[config.mk]
export PLATFORM = sky130hd
export DESIGN_NAME = patt_detector_n
export DESIGN_NICKNAME = d
export VERILOG_FILES = /design/src/rtl/patt_det_pkg.sv /design/src/rtl/patt_shift_window.sv /design/src/rtl/patt_detector_n.sv
export SDC_FILE = /design/constraint.sdc
export NUM_CORES = 1
export LEC_CHECK = 0
export BUFFER_PORTS_ARGS = -buffer_cell sky130_fd_sc_hd__buf_2
export CORE_MARGIN = 2
export CORE_UTILIZATION = 40
export CTS_CLUSTER_SIZE = 24
export DETAILED_ROUTE_END_ITERATION = 10
export PLACE_DENSITY_LB_ADDON = 0.05
export SLEW_MARGIN = 30
export SYNTH_ARGS = -nofsm -noshare
export SYNTH_HDL_FRONTEND = slang
export SYNTH_SLANG_ARGS = --single-unit
[constraint.sdc]
create_clock -name clk -period 5.6 [get_ports clk]
set_clock_uncertainty 0.2 [all_clocks]
set_input_delay 0.28 -clock clk [delete_from_list [all_inputs] [get_ports clk]]
set_output_delay 0.28 -clock clk [all_outputs]
set_load 0.005 [all_outputs]
[src/rtl/patt_det_pkg.sv]
// Shared constants and helpers for the parametrised serial pattern detector.
package patt_det_pkg;

  localparam int PATT_W_MAX = 32;

  typedef enum logic {
    MODE_NONOVERLAP = 1'b0,
    MODE_OVERLAP    = 1'b1
  } mode_e;

  function automatic int fill_width(input int patt_w);
    return $clog2(patt_w + 1);
  endfunction

endpackage

[src/rtl/patt_shift_window.sv]
// Qualified serial shift window with a saturating fill counter.
module patt_shift_window
  import patt_det_pkg::*;
#(
  parameter int PATT_W = 4,
  parameter int FILL_W = fill_width(PATT_W)
) (
  input  logic              clk,
  input  logic              rst,
  input  logic              data_in,
  input  logic              input_en,
  input  logic              fill_clr,
  output logic [PATT_W-1:0] next_window,
  output logic [FILL_W-1:0] next_fill,
  output logic [PATT_W-1:0] window
);

  localparam logic [FILL_W-1:0] FILL_FULL = FILL_W'(PATT_W);

  logic [FILL_W-1:0] fill;

  always_comb begin
    next_window = window;
    next_fill   = fill;
    if (input_en) begin
      next_window = {window[PATT_W-2:0], data_in};
      if (fill != FILL_FULL) next_fill = fill + FILL_W'(1);
    end
  end

  always_ff @(posedge clk) begin
    if (rst) begin
      window <= '0;
      fill   <= '0;
    end else begin
      window <= next_window;
      fill   <= fill_clr ? '0 : next_fill;
    end
  end

endmodule

[src/rtl/patt_detector_n.sv]
// Serial pattern detector: masked compare of the shift window against a live
// pattern, registered match pulse and saturating match counter.
module patt_detector_n
  import patt_det_pkg::*;
#(
  parameter int PATT_W = 4,
  parameter int CNT_W  = 8,
  parameter int FILL_W = fill_width(PATT_W)
) (
  input  logic              clk,
  input  logic              rst,
  input  logic              data_in,
  input  logic              input_en,
  input  logic [PATT_W-1:0] pattern,
  input  logic [PATT_W-1:0] mask,
  input  logic              overlap_en,
  input  logic              clr_cnt,
  output logic              match,
  output logic [CNT_W-1:0]  match_cnt,
  output logic              window_valid
);

  localparam logic [FILL_W-1:0] FILL_FULL = FILL_W'(PATT_W);
  localparam logic [CNT_W-1:0]  CNT_MAX   = '1;

  if (PATT_W < 2 || PATT_W > PATT_W_MAX) begin : g_bad_patt_w
    $error("patt_detector_n: PATT_W out of range");
  end

  logic [PATT_W-1:0] next_window;
  logic [PATT_W-1:0] window;
  logic [FILL_W-1:0] next_fill;
  logic              hit;
  logic              fill_clr;

  patt_shift_window #(
    .PATT_W (PATT_W),
    .FILL_W (FILL_W)
  ) u_window (
    .clk         (clk),
    .rst         (rst),
    .data_in     (data_in),
    .input_en    (input_en),
    .fill_clr    (fill_clr),
    .next_window (next_window),
    .next_fill   (next_fill),
    .window      (window)
  );

  // Compare on the post-shift window so the pulse lands one clock after the final bit.
  always_comb begin
    hit      = input_en
               && (((next_window ^ pattern) & mask) == '0)
               && (next_fill == FILL_FULL);
    fill_clr = hit && (mode_e'(overlap_en) == MODE_NONOVERLAP);
  end

  // Idle cycles must leave the window untouched.
  always_comb begin
    if (!input_en) assert (next_window == window);
  end

  always_ff @(posedge clk) begin
    if (rst) begin
      match        <= 1'b0;
      match_cnt    <= '0;
      window_valid <= 1'b0;
    end else begin
      match        <= hit;
      window_valid <= !fill_clr && (next_fill == FILL_FULL);
      if (clr_cnt)
        match_cnt <= hit ? CNT_W'(1) : '0;
      else if (hit && match_cnt != CNT_MAX)
        match_cnt <= match_cnt + CNT_W'(1);
    end
  end

endmodule
Word level (Yosys, flattened, before mapping)
Cells that the tools add are included.
W data, S select, Z words.
{"block": "classes", "n_addsub": 2, "eq_ne": 3, "muxes": 6, "n_bitwise": 3, "n_reduce_logical": 9}
{"cell": "$mux W8", "count": 2}
{"cell": "$add A8 B1 Y8 const B", "count": 1}
{"cell": "$ne A8 B8 Y1 const B", "count": 1}
{"cell": "$mux W3", "count": 2}
{"cell": "$logic_and A1 B1 Y1", "count": 5}
{"cell": "$and A4 B4 Y4", "count": 1}
{"cell": "$logic_not A4 Y1", "count": 1}
{"cell": "$mux W4", "count": 1}
{"cell": "$xor A4 B4 Y4", "count": 1}
{"cell": "$add A3 B1 Y3 const B", "count": 1}
{"cell": "$eq A3 B3 Y1 const B", "count": 1}
{"cell": "$ne A3 B3 Y1 const B", "count": 1}
{"cell": "$reduce_bool A2 Y1", "count": 1}
{"cell": "$reduce_or A2 Y1", "count": 1}
{"cell": "$logic_not A1 Y1", "count": 1}
{"cell": "$mux W1", "count": 1}
{"cell": "$not A1 Y1", "count": 1}
{"block": "word_totals", "register_bits": 17, "input_bits": 14, "out_inout_bits": 10, "word_cells": 28}

Logic depth before layout (Yosys ltp)
{"block": "logic_depth", "word_depth": 9, "mapped_depth": 7, "ltp_nobuf": 7}

Cells and area by module
A second synthesis with hierarchy kept.
{"block": "unflattened", "cells_unflattened": 95, "area_unflattened_um2": 909.6}
{"mod": "patt_detector_n", "n_inst": 1, "cells_per_inst": 63, "area_each_um2": 531.8, "seq_area_each_um2": 200.2}
{"mod": "patt_shift_window", "n_inst": 1, "cells_per_inst": 32, "area_each_um2": 377.9, "seq_area_each_um2": 140.1}

Worst setup path before layout
OpenSTA, ideal clock, no wires.
{"block": "synth_timing", "path_type": "register -> register", "start": "reg u_window.fill[0]", "end": "reg match_cnt[5]", "arrival_ns": 2.095, "required_ns": 5.330, "slack_ns": 3.235, "stages_incl_launch_ff": 8, "n_path_buf": 0, "period_less_slack_ns": 2.365, "cell_sequence": "dfxtp_1 -> inv_1 -> ha_1 -> a21boi_0 -> mux2i_1 -> o211ai_1 -> or4_1 -> a21oi_1"}
{"block": "synth_via", "elab_chain_len": 7, "word_cells_on_any_way": 8, "cone_classes": "add/sub: 1; eq/ne: 2; mux: 2; reduce/logical: 3"}
{"element": "from (decl)", "line_no": "patt_shift_window.sv:20", "text": "logic [FILL_W-1:0] fill;"}
{"element": "from (signal assigned)", "line_no": "patt_shift_window.sv:37", "text": "fill <= fill_clr ? '0 : next_fill;"}
{"element": "$add A3 B1 Y3 / $ne A3 B3 Y1 (equally long branches)", "line_no": "patt_shift_window.sv:27", "text": "if (fill != FILL_FULL) next_fill = fill + FILL_W'(1);"}
{"element": "$mux W3", "line_no": "patt_shift_window.sv:27"}
{"element": "$mux W3 *", "line_no": "patt_shift_window.sv:25", "text": "if (input_en) begin"}
{"element": "$eq A3 B3 Y1 *", "line_no": "patt_detector_n.sv:54", "text": "&& (next_fill == FILL_FULL);"}
{"element": "$logic_and A1 B1 Y1 *", "line_no": "patt_detector_n.sv:54"}
{"element": "$logic_and A1 B1 Y1 *", "line_no": "patt_detector_n.sv:73", "text": "else if (hit && match_cnt != CNT_MAX)"}
{"element": "$reduce_bool A2 Y1 (no line) *"}
{"element": "to (signal assigned)", "line_no": "patt_detector_n.sv:72", "text": "match_cnt <= hit ? CNT_W'(1) : '0;"}
{"element": "to (signal assigned)", "line_no": "patt_detector_n.sv:74", "text": "match_cnt <= match_cnt + CNT_W'(1);"}
{"element": "to (decl)", "line_no": "patt_detector_n.sv:19", "text": "output logic [CNT_W-1:0] match_cnt,"}
Every way passes the cells marked *; elsewhere a longest branch is shown, timed or not.
A chain may end at the register's enable or synchronous reset.

Worst setup path in the final report
Ends and elaborated chain as after synthesis.

==> metrics.yaml <==
layout:
  fin_area_um2: 1040
  syn_to_final_growth_pct: 18.5
  drive_above_1_share_pct: 26.4
  n_antenna_cell: 0
  finalNonFillerCells: 148
  fin_nets: 139
  fill_cells: 210
floorplan:
  start_util_pct: 43.3
  die_x_um: 50.8
  die_h_um: 50.8
  die_area_um2: 2580
  core_area_um2: 2020
  ios: 24
  row_count: 16
sta:
  finalCritPeriodShare_pct: 46.5
  fmaxAchievable_ghz: 0.384
  maxSlewViolCount: 0
  slew-limit-headroom_pct: 68.5
  period_minus_slack_ns: 2.61
  rsz0062_at_grt: "false"
  finalHoldViolations: 0
  tightest_slew_ns: 0.472
  setup_violations: 0
  setup_tns_ns: 0
worst_hold_path:
  hold_end: "u_window.window[0]"
  hold_path.class: "primary input to flip-flop"
  hold_start: "data_in"
  whs_path_depth: 3
logic_synthesis:
  synth_common_cells: "dfxtp_1, nor2_1, nor3_1"
  synth_edf_count: 0
  synth.area.top_cells: "dfxtp_1, ha_1, nor2_1"
  syn_inst: 98
  syn_area_per_cell_um2: 8.92
  yosysWarnings: 0
  synthMostInstantiatedCell: "dfxtp_1"
  yosys.area.top_type: "dfxtp_1"
  ys.flop_type: "dfxtp_1"
  synth.net_count: 115
  netlist_area_um2: 875
  seq_area_frac_synth_pct: 36.6
  ys_ff_latch: 16
  netlist-cell-type-count: 41
  async_flop_share_pct: 0
  synth_top_area_share_pct: 36.6
clock_network:
  cts_max_level: 1
  insertion_delay_ns: 0.28
  clock-root-buffer: "clkbuf_4"
  clockBufferDepth: 2
  cts_sinks: 16
  cts_tree: "done"
  cts_buffers: 3
  postCtsSetupBuffers: 0
  holdBufCountCts: 0
  cts_resized: 0
  clk_pin_slew_ns: 0.10
critical_path:
  reg2reg_from: "u_window.fill[0]"
  arrival_ns: 2.63
  reg2reg_depth: 7
  crit_required_ns: 5.62
  cp-startpoint: "u_window.fill[0]"
  critical_path_class: "flip-flop to flip-flop"
  rrSetupSlack_ns: 2.99
  r2r_end: "match_cnt[5]"
  path_max_fanout: 4
  start_kind: "flip-flop"
  end_kind: "flip-flop"
flow_run:
  drv_cap: 0
global_routing:
  grt_overflow_total: 0
  grt_pass1_vias: 735
  grt_pass1_wl_mm: 3.26
  grt_use_total_pct: 17.1
  antenna_found_initial: 0
  grt_max_degree: 14
drt:
  routedWlPerCell_um: 13.3
  vias_per_cell: 5.66
  drcViolationCount: 0
  ant_nets: 0
  wl_mm: 1.98
  drtIter0Drc: 32
  drt_pass1_iterations: 4
  vias: 837
placement:
  place.port_buffers: 23
  dp_cells: 144
  dp_hpwl_mm: 1.53
  placedInstanceArea_um2: 1000
  gp_congestion: 0.749
power:
  p_leak_nw: 0.440
  totalPowerFinal_mw: 0.221
  power_density_nw_per_um2: 214
  irDropWorstVdd_mv: 0.139
run_status:
  status: "completed"
## cells by family (layout without fill, tap and decap cells)
kind of cell	Yosys count	after routing	share of synthesized area, %
XOR/XNOR	5	5	5.01
multiplexers	4	4	5.01
buffers and inverters	7	30	4.00
AO/OA/AOI/OAI	25	25	21.9
AND/OR/NAND/NOR	38	38	23.2
flip-flops	16	16	36.6
adder cells (fa/ha/maj)	3	3	4.29
## worst max-delay path, cell delays in order, from the launching register on
cell and delay (ns):
dfxtp_1 0.40, inv_1 0.09, ha_1 0.24, a21boi_0 0.34, mux2i_1 0.41, o211ai_1 0.22
or4_1 0.50, a21oi_1 0.14
## area by class of cell
| class | count | area, um2 | share of cell area, % |
|---|---|---|---|
| tap | 27 | 33.8 | 3.26 |
| inverter | 3 | 11.3 | 1.09 |
| sequential | 16 | 320 | 30.9 |
| clock buffer | 4 | 36.3 | 3.50 |
| multi-input combinational | 75 | 519 | 50.1 |
| timing repair buffer | 23 | 115 | 11.1 |
## cells in the final DEF, fill, tap and decap left out, types with 2 or more instances in the layout
cell      Yosys  routed
nand2_1       4       4
and3_1        3       3
nand3_1       4       4
o211a_1       2       2
ha_1          3       3
xnor2_1       3       3
a21oi_1       5       5
nor3_1        6       6
mux2i_1       3       3
a221o_1       2       2
clkbuf_4      0       3
a31oi_1       2       2
or4_1         2       2
o31ai_1       3       3
nor2_1       10      10
buf_2         1      23
xor2_1        2       2
or3_1         2       2
dfxtp_1      16      16
inv_1         3       3
## flip-flops by register name (all words and copies together), names as in the netlist
register and flops:
match_cnt 8, u_window.fill 3, u_window.window 3, match 1
window_valid 1
## how the worst max path moves through the flow
stage,endpoint
floorplan,match_cnt[5]
global placement,match_cnt[5]
detailed placement,match_cnt[5]
CTS,match_cnt[5]
global route,match_cnt[5]
finish,match_cnt[5]
## metal layers
| metal | vias up | GRT usage [%] | share of wire [%] |
|---|---|---|---|
| met3 | 2 | 3.57 | 5.8 |
| met2 | 25 | 24.6 | 45 |
| met4 | 0 | 9.01 | 0.61 |
| li1 | 418 | - | - |
| met5 | - | 0 | 0 |
| met1 | 392 | 23.8 | 49 |
## power breakdown
group	switching, mW	internal [mW]	total, mW
registers	0.00217	0.116	0.118
logic	0.0157	0.0116	0.0273
clock network	0.0360	0.0395	0.0755
total	0.0539	0.167	0.221
## stage by stage
stage	utilization (%)	hold WS [ns]	worst slack, ns
2_1_floorplan	-	0.170	3.24
3_3_place_gp	49.4	0.294	3.10
3_5_place_dp	49.4	0.299	3.01
4_1_cts	51.2	0.0630	2.98
5_1_grt	51.2	0.0939	2.81
6_report	51.2	0.0683	2.99
Note: power is estimated with default switching activity, not from simulation.
